**src/rtl/mergesort_main.sv**
```systemverilog
// In-place bottom-up mergesort of 32 signed bytes held in internal registers,
// with a byte-wide dual-channel slave port for host access to the A and T buffers.
module mergesort_main #(
  parameter int MEM_var_28859_28863 = 64,
  parameter int MEM_var_28861_28867 = 32,
  parameter int MEM_var_29027_28863 = 32
) (
  input  logic        clock,
  input  logic        reset,
  input  logic        start_port,
  input  logic [1:0]  S_oe_ram,
  input  logic [1:0]  S_we_ram,
  input  logic [13:0] S_addr_ram,
  input  logic [15:0] S_Wdata_ram,
  input  logic [7:0]  S_data_ram_size,
  output logic        done_port,
  output logic [15:0] Sout_Rdata_ram,
  output logic [1:0]  Sout_DataRdy
);
  localparam int DATA_W = 8;
  localparam int N      = 32;
  localparam int BASE_A = MEM_var_28859_28863;
  localparam int BASE_T = MEM_var_28861_28867;

  typedef enum logic [2:0] {IDLE, SETUP, MERGE, COPY, DONE} state_t;

  state_t state;
  logic signed [DATA_W-1:0] a_mem [N];
  logic signed [DATA_W-1:0] t_mem [N];
  logic [5:0] width, k, l, r, lend, rend;
  logic       take_left;

  logic [6:0]        addr    [2];
  logic [4:0]        idx_a   [2];
  logic [4:0]        idx_t   [2];
  logic [1:0]        hit_a, hit_t;
  logic [DATA_W-1:0] rd_byte [2];

  // Access size is fixed at one byte; the reserved base is not decoded.
  logic unused_sig;
  assign unused_sig = ^{S_data_ram_size, (MEM_var_29027_28863 != 0)};

  // Left run wins ties, which keeps the merge stable.
  always_comb begin
    take_left = (l < lend) && ((r >= rend) || (a_mem[l[4:0]] <= a_mem[r[4:0]]));
  end

  always_comb begin
    for (int c = 0; c < 2; c++) begin
      addr[c]    = S_addr_ram[7*c +: 7];
      hit_a[c]   = (int'(addr[c]) >= BASE_A) && (int'(addr[c]) < BASE_A + N);
      hit_t[c]   = (int'(addr[c]) >= BASE_T) && (int'(addr[c]) < BASE_T + N);
      idx_a[c]   = 5'(addr[c] - 7'(BASE_A));
      idx_t[c]   = 5'(addr[c] - 7'(BASE_T));
      rd_byte[c] = '0;
      if (hit_a[c])      rd_byte[c] = a_mem[idx_a[c]];
      else if (hit_t[c]) rd_byte[c] = t_mem[idx_t[c]];
    end
  end

  always_ff @(posedge clock) begin
    if (reset) begin
      state          <= IDLE;
      done_port      <= 1'b0;
      Sout_DataRdy   <= '0;
      Sout_Rdata_ram <= '0;
      width          <= 6'd1;
      k              <= '0;
      l              <= '0;
      r              <= '0;
      lend           <= '0;
      rend           <= '0;
      for (int i = 0; i < N; i++) begin
        a_mem[i] <= DATA_W'((13 * i + 7) % 32 - 16);
        t_mem[i] <= '0;
      end
    end else begin
      done_port <= 1'b0;
      case (state)
        IDLE: begin
          if (start_port) begin
            width <= 6'd1;
            state <= SETUP;
          end
        end
        SETUP: begin
          k     <= '0;
          l     <= '0;
          r     <= width;
          lend  <= width;
          rend  <= width << 1;
          state <= MERGE;
        end
        MERGE: begin
          t_mem[k[4:0]] <= take_left ? a_mem[l[4:0]] : a_mem[r[4:0]];
          if (take_left) l <= l + 6'd1;
          else           r <= r + 6'd1;
          // Last element of this run pair: open the next pair of runs.
          if (k + 6'd1 == rend) begin
            l    <= rend;
            r    <= rend + width;
            lend <= rend + width;
            rend <= rend + (width << 1);
          end
          k <= k + 6'd1;
          if (k == 6'd31) begin
            k     <= '0;
            state <= COPY;
          end
        end
        COPY: begin
          a_mem[k[4:0]] <= t_mem[k[4:0]];
          k <= k + 6'd1;
          if (k == 6'd31) begin
            if (width == 6'd16) begin
              state     <= DONE;
              done_port <= 1'b1;
            end else begin
              width <= width << 1;
              state <= SETUP;
            end
          end
        end
        DONE:    state <= IDLE;
        default: state <= IDLE;
      endcase

      // Channel 1 is handled last so it wins a same-address write collision.
      for (int c = 0; c < 2; c++) begin
        Sout_DataRdy[c]        <= S_oe_ram[c] | S_we_ram[c];
        Sout_Rdata_ram[8*c +: 8] <= (S_oe_ram[c] && !S_we_ram[c]) ? rd_byte[c] : 8'h00;
        if (S_we_ram[c] && state == IDLE) begin
          if (hit_a[c])      a_mem[idx_a[c]] <= S_Wdata_ram[8*c +: 8];
          else if (hit_t[c]) t_mem[idx_t[c]] <= S_Wdata_ram[8*c +: 8];
        end
      end
    end
  end
endmodule

```
**config.mk**
```make
export PLATFORM = sky130hd
export DESIGN_NAME = mergesort_main
export DESIGN_NICKNAME = d
export VERILOG_FILES = /design/src/rtl/mergesort_main.sv
export SDC_FILE = /design/constraint.sdc
export NUM_CORES = 2
export LEC_CHECK = 0
export CAP_MARGIN = 10
export CELL_PAD_IN_SITES_DETAIL_PLACEMENT = 1
export CELL_PAD_IN_SITES_GLOBAL_PLACEMENT = 1
export CORE_ASPECT_RATIO = 1.1
export CORE_MARGIN = 4
export CORE_UTILIZATION = 40
export CTS_BUF_LIST = sky130_fd_sc_hd__clkbuf_4 sky130_fd_sc_hd__clkbuf_8 sky130_fd_sc_hd__clkbuf_16
export DETAILED_ROUTE_END_ITERATION = 7
export PLACE_DENSITY_LB_ADDON = 0.1
export SKIP_CTS_REPAIR_TIMING = 1
export SLEW_MARGIN = 10
export SYNTH_ARGS = -nofsm -noshare
export SYNTH_HDL_FRONTEND = slang
export SYNTH_SLANG_ARGS = --single-unit
export TNS_END_PERCENT = 20
```
**constraint.sdc**
```tcl
create_clock -name clock -period 13.1 [get_ports clock]
set_clock_uncertainty 0.2 [all_clocks]
set_input_delay 2.62 -clock clock [delete_from_list [all_inputs] [get_ports clock]]
set_output_delay 2.62 -clock clock [all_outputs]
set_load 0.005 [all_outputs]
```
* After elaboration in Yosys (flattened, before gate mapping)
Memories as Yosys holds them, arrays and structs flattened. A register that Yosys moved wholly into a read port is not among the register bits.
Index checks and enable logic that the tools add are counted.
** Cells by class
- Bitwise logic cells :: 6
- Add/subtract/negate cells :: 9
- Reduce and logical (&&, ||, !) cells :: 30
- $lt $le $gt $ge :: 11
- Mux-type cells :: 77
- Eq/ne operators :: 13
** Operators with widths (count)
- 8-bit 2-to-1 mux :: 11
- 5-bit 2-to-1 mux :: 12
- 6-bit 2-to-1 mux :: 10
- 6-bit one-hot mux with 2 select lines :: 5
- 8-bit OR reduction :: 6
- 1-bit 2-to-1 mux :: 33
- 7-bit less-than comparator, second input constant :: 4
- 5-bit by 1-bit subtractor with 5-bit output, second input constant :: 4
- 6-bit by 1-bit adder with 6-bit output, second input constant :: 3
- 6-bit one-hot mux with 3 select lines :: 1
- 7-bit by 6-bit greater-or-equal comparator with 1-bit output, second input constant :: 2
- 7-bit greater-or-equal comparator, second input constant :: 2
- 6-bit adder :: 2
- 6-bit by 5-bit equality test with 1-bit output, second input constant :: 2
- 3-bit 2-to-1 mux :: 4
- 3-bit one-hot mux with 4 select lines :: 1
- 2-bit != test, second input constant :: 5
- 1-bit logical AND :: 9
- 8-bit <= comparator :: 1
- 3-bit by 2-bit equality test with 1-bit output, second input constant :: 2
- 6-bit equality test :: 1
- 6-bit greater-or-equal comparator :: 1
- 6-bit less-than comparator :: 1
- 3-bit != test, second input constant :: 2
- 13 further kinds :: 22
** Storage, ports and cells
- Register bits after elaboration :: 58
- Memories kept :: 2
- Output and inout bits :: 19
- Bits of input ports :: 45
- RAM bits :: 512
** Memory list
- a_mem :: depth 32, width 8, rd ports 4, clocked after Yosys merged registers in 2, write ports 32, RTL line 28 : logic signed [DATA_W-1:0] a_mem [N];
- t_mem :: depth 32, width 8, rd ports 3, clocked after Yosys merged registers in 1, write ports 32, RTL line 29 : logic signed [DATA_W-1:0] t_mem [N];

* Logic depth before layout (Yosys ltp)
- Word-level depth :: 9
- Gate-level depth with buffers :: 18
- Depth with buffers taken out :: 14

* Least setup slack after synthesis
OpenSTA, ideal clock, no wires.
- Path type :: input-to-reg
- From :: input port S_addr_ram[0]
- To :: register Sout_Rdata_ram[6]
- Stages on the path :: 7
- Arrival time :: 4701 ps
- Slack :: 8070 ps
- Buffers on the path :: 3
- Path through :: buf_2 > buf_2 > buf_1 > mux4_2 > mux4_2 > mux2i_1 > o22ai_1
** Between the ends
- Longest elaborated chain between the ends :: 4
- Elaborated cells on any way between the ends :: 12
- Those cells by class :: add/sub (2); order compare (4); mux (2); reduce/logical (2); memory (2)
** Ends and longest elaborated chain
- from (decl) :: RTL line 13 : input logic [13:0] S_addr_ram,
- 5-bit by 1-bit subtractor with 5-bit output (tied with other cells) :: RTL line 53, 54
- memory read 32 x 8 bit / 1-bit logical AND (equally long branches)
- 8-bit 2-to-1 mux :: RTL line 57 : else if (hit_t[c]) rd_byte[c] = t_mem[idx_t[c]];
- 8-bit 2-to-1 mux (*) :: RTL line 56 : if (hit_a[c]) rd_byte[c] = a_mem[idx_a[c]];
- to (signal, indexed assignment) :: RTL line 131 : Sout_Rdata_ram[8*c +: 8] <= (S_oe_ram[c] && !S_we_ram[c]) ? rd_byte[c] : 8'h00;
- to (decl) :: RTL line 17 : output logic [15:0] Sout_Rdata_ram,
Mark *: on every way between the ends. The rest lies on a longest branch, timed or not.
A chain may end at the register's enable or synchronous reset.

==> results <==
- At the end of routability-driven placement, the weighted congestion stood at 1.05.
- In the final design database the tool counted 3677 nets.
- The setup path with the least slack is of type flop to flop.
- The count of boundary I/O pins is 64.
- The initial core utilization is 0.404.
- The shortest period the worst path allows is 7.19 ns.
- The clock tree from TritonCTS is yes.
- The aggregate routed wire length is 216 mm.
- The net count after synthesis is 3837.
- The most used flip-flop cell after synthesis is edfxtp_1.
- In the layout the commonest cells are edfxtp_1 (512), mux4_2 (432), o21ai_0 (363).
- The via count of the first global-routing pass came to 37.2k.
- The clock insertion delay at the later pin of the skew report is 0.65 ns.
- Dividing the detail-routed wire length by the instance count gives 42.9 µm.
- The post-detailed-route count of antenna-violating nets is 0.
- The synthesis warning total is 0.
- The port buffer count is 55.
- The die covers 0.111 mm².
- Prior to clock tree synthesis, the placed netlist has a worst setup slack of 6.01 ns.
- The top-area cell type share of the netlist area is 0.365.
- The tightest hold path in the finished design has a slack of 0.312 ns.
- Setup repair after global routing left no endpoint under its margin.
- Entering global routing, the biggest net connects 73 pins.
- The critical path data required time is 13.25 ns.
- For this run, the total global-route usage over all layers was measured as 0.380.
- The main combinational cell family by area after synthesis is multiplexers.
- The post-synthesis compound-gate area fraction came to 0.167.
- For this run, the top clock speed supported by timing is 0.139 GHz.
- For the worst setup path, the data arrival time is 7.34 ns.
- The number of maximum-capacitance violations is 0.
- By area the synthesized netlist is led by edfxtp_1 (36%), mux4_2 (23%), o21ai_0 (4.3%), mux2i_1 (3.7%), a21oi_1 (3.6%).
- The global routing usage on met3 is 0.0860.
- Once layout is complete, the cells apart from fillers number 5045.
- Once routing completed, OpenROAD measured the worst setup slack at 5.91 ns.
- The worst pin sits at a relative slew slack of 0.144.
- For this run, the register share of the synthesized area comes to 0.399.
- The half-perimeter wire length after detailed placement is 152 mm.
- The area growth from synthesis to layout is 9.13%.
- Yosys mapped a number of flops with a built-in enable equal to 512.
- Summed over all layers, the global routing overflow is 0.
- The synthesized area is 0.0421 mm².
- The pre-antenna-repair detailed-routing pass consisted of 5 iterations.
- The startpoint identified for the worst hold timing path is lend[1].
- Counting the fill cells in the layout gives 11.1k.
- Once placement completed, the tool counted placed cells totaling 4916.
- The detailed router's first-iteration violation count is 5271.
- Setup violations remaining at the end of the flow were counted as 0.
- The final-report max-slew violation count is 0.
- The total vias in the final route is 37.6k.
- The number of antenna violations at the first check in global routing is 9.
- The global routing usage on met2 is 0.600.
- The site row count is 124.
- The areal power density over the cells is 120 mW/mm².
- The maximum level of the CTS H-tree is 3.
- The met1 track utilization from global routing is 0.459.
- The floorplan step set the die width to 317 µm.
- After synthesis, the mean cell area works out to 11.2 µm².
- The combinational cell fraction of total power is 0.233.
- After synthesis, the share of flip-flops with an asynchronous set or reset is 0.
- The height of the die is 348 µm.
- The root buffer cell chosen for the clock tree is clkbuf_16.
- The largest fanout on the critical path is 62.
- Of the total synthesized cell area, the portion taken by full adders, half adders and majority gates is 0.00908.
- The maximum clock insertion buffer count is 3.
- The number of different library cells used by synthesis comes to 77.
- The internal power of the cells totals 3640 µW.
- Of the total synthesized cell area, the portion taken by XOR and XNOR cells is 0.00395.
- In this run, synthesis produced a sequential element count of 584.
- STA classifies the critical path endpoint as a flop.
- STA classifies the critical path startpoint as a flop.
- The actual transition at the worst max-transition pin is 1.27 ns.
- The run finished with clean final reports.
- The clock network power share is 0.375.
- The number of clock sinks is 584.
- The clock-pin slew on the worst setup and hold paths is 0.06 ns.
- The fraction of final layout cells with drive strength greater than 1 is 0.203.
- The peak-usage layer in the global routing report is met2.
- Of the total power, the share spent switching nets is 0.343.
- The global-route wire length before repair is 297 mm.
- TritonCTS created 70 clock buffers.
- The portion of total power attributed to sequential cells is 0.393.
- The number of hold violations in the final report is 0.
- After synthesis, the share of cell area in mux cells is 0.268.
- Of the available clock period, the critical path in the final layout requires 0.549.
- In this run the static leakage power is 0.0137 µW.
- Using the TritonRoute via totals, the vias-per-cell ratio works out to 7.44.
- The library cell used most frequently in the layout, excluding fill and tap cells, is edfxtp_1.
- edfxtp_1 takes more of the synthesized area than any other cell.
- Adding up every negative setup slack in the final design gives 0 ns.
- The number of cells produced by synthesis is 3762.
- The maximum resistive drop on vdd is 0.0986 mV.
- In this run the power spent charging and discharging nets is 1900 µW.
- The area share of and/or/nand/nor cells after synthesis is 0.109.
- In the routed design, unresolved DRC markers number 0.
- The class of the worst hold path is flop to flop.
- The standard cell core area is 0.104 mm².
==> cell usage after synthesis (10+ instances only) <==
| master | instances |
|---|---|
| nand2b_1 | 12 |
| nand2_1 | 313 |
| o21ai_0 | 364 |
| nor2_4 | 15 |
| clkbuf_1 | 215 |
| a31oi_1 | 23 |
| mux2i_1 | 154 |
| a211oi_1 | 21 |
| edfxtp_1 | 512 |
| a2111oi_0 | 17 |
| mux4_2 | 432 |
| dfxtp_1 | 72 |
| buf_2 | 96 |
| nand3b_1 | 10 |
| or3_1 | 18 |
| buf_1 | 35 |
| o221ai_1 | 16 |
| nand3_1 | 103 |
| a21oi_1 | 304 |
| xnor2_1 | 13 |
| nor3_1 | 207 |
| a32oi_1 | 13 |
| buf_4 | 17 |
| nor2_1 | 188 |
| inv_1 | 32 |
| buf_6 | 11 |
| a22o_1 | 34 |
| nor2b_1 | 30 |
| a22oi_1 | 161 |
| nand4_1 | 12 |
| o21ai_1 | 33 |
| ha_1 | 29 |
| o22ai_1 | 59 |
| a211o_1 | 27 |
| o22a_1 | 14 |
==> layer usage <==
metal,wire length (µm),up-vias
li1,-,14800
met1,75400,19200
met2,97700,2785
met3,22700,793
met4,20300,4
met5,27,-
==> power by group through the flow <==
stage	clock network, µW	logic (µW)	registers [µW]
after CTS	2080	1230	2170
final	2070	1290	2170
after detailed placement	0	1230	2210
after global placement	0	1220	2200
after global routing	2150	1290	2180
after floorplan	0	663	2150
==> layout make-up <==
class / instances / area [µm²] / area share
well taps: 1386 / 1730 / 0.0377
clock inverters: 34 / 315 / 0.00686
multi-input cells: 2763 / 23700 / 0.516
flip-flops and latches: 584 / 16800 / 0.366
diodes: 3 / 7.51 / 0.000163
clock buffers: 92 / 2020 / 0.0440
inverters: 41 / 161 / 0.00351
repair buffers: 142 / 1180 / 0.0258
==> sequential cells by signal (all words and copies together) (netlist names), named ones only <==
signal,count
a_mem,256
t_mem,256
Sout_Rdata_ram,16
k,6
l,6
lend,6
r,6
width,6
rend,5
state,3
Sout_DataRdy,2
done_port,1
==> worst max-delay path: stages, from the launching register on <==
cell and delay [ns]:
dfxtp_4 0.86, buf_4 0.86, mux2i_1 0.20, a22o_1 0.29, a2111oi_0 0.83, a31oi_1 0.08
nand3_1 0.23, inv_1 0.07, ha_1 0.33, nand4_1 0.11, nor2_1 0.05, a2111oi_0 0.38
o21ai_1 0.39, nand2_1 0.22, buf_4 0.36, mux2i_4 0.29, buf_4 0.71, o21ai_0 0.25
==> cells by family (layout without fill, tap and decap cells) <==
kind of cell,count (synthesis),count (layout)
AOI/OAI and AO/OA,1155,1155
xor gates and xnor gates,19,19
adders and majority gates,30,30
buffers and inverters,415,309
DFF,584,584
muxes,589,589
other,0,3
and+or+nand+nor,970,970
==> worst paths after layout <==
path	endpoint	slack, ns	cells after the start
setup / recovery	t_mem[28][0]	5.91	17
hold / removal	lend[1]	0.31	2
hold reg to reg	lend[1]	0.31	2
setup reg to reg	t_mem[28][0]	5.91	17
==> stage by stage <==
step                utilization  cell area, µm²  power (µW)
CTS                       0.441           46000        5480
detailed placement        0.419           43600        3430
global route              0.441           46000        5610
floorplan                     -           42100        2810
finish                    0.441           46000        5540
global placement          0.418           43600        3420
Note: power is estimated with default switching activity, not from simulation.
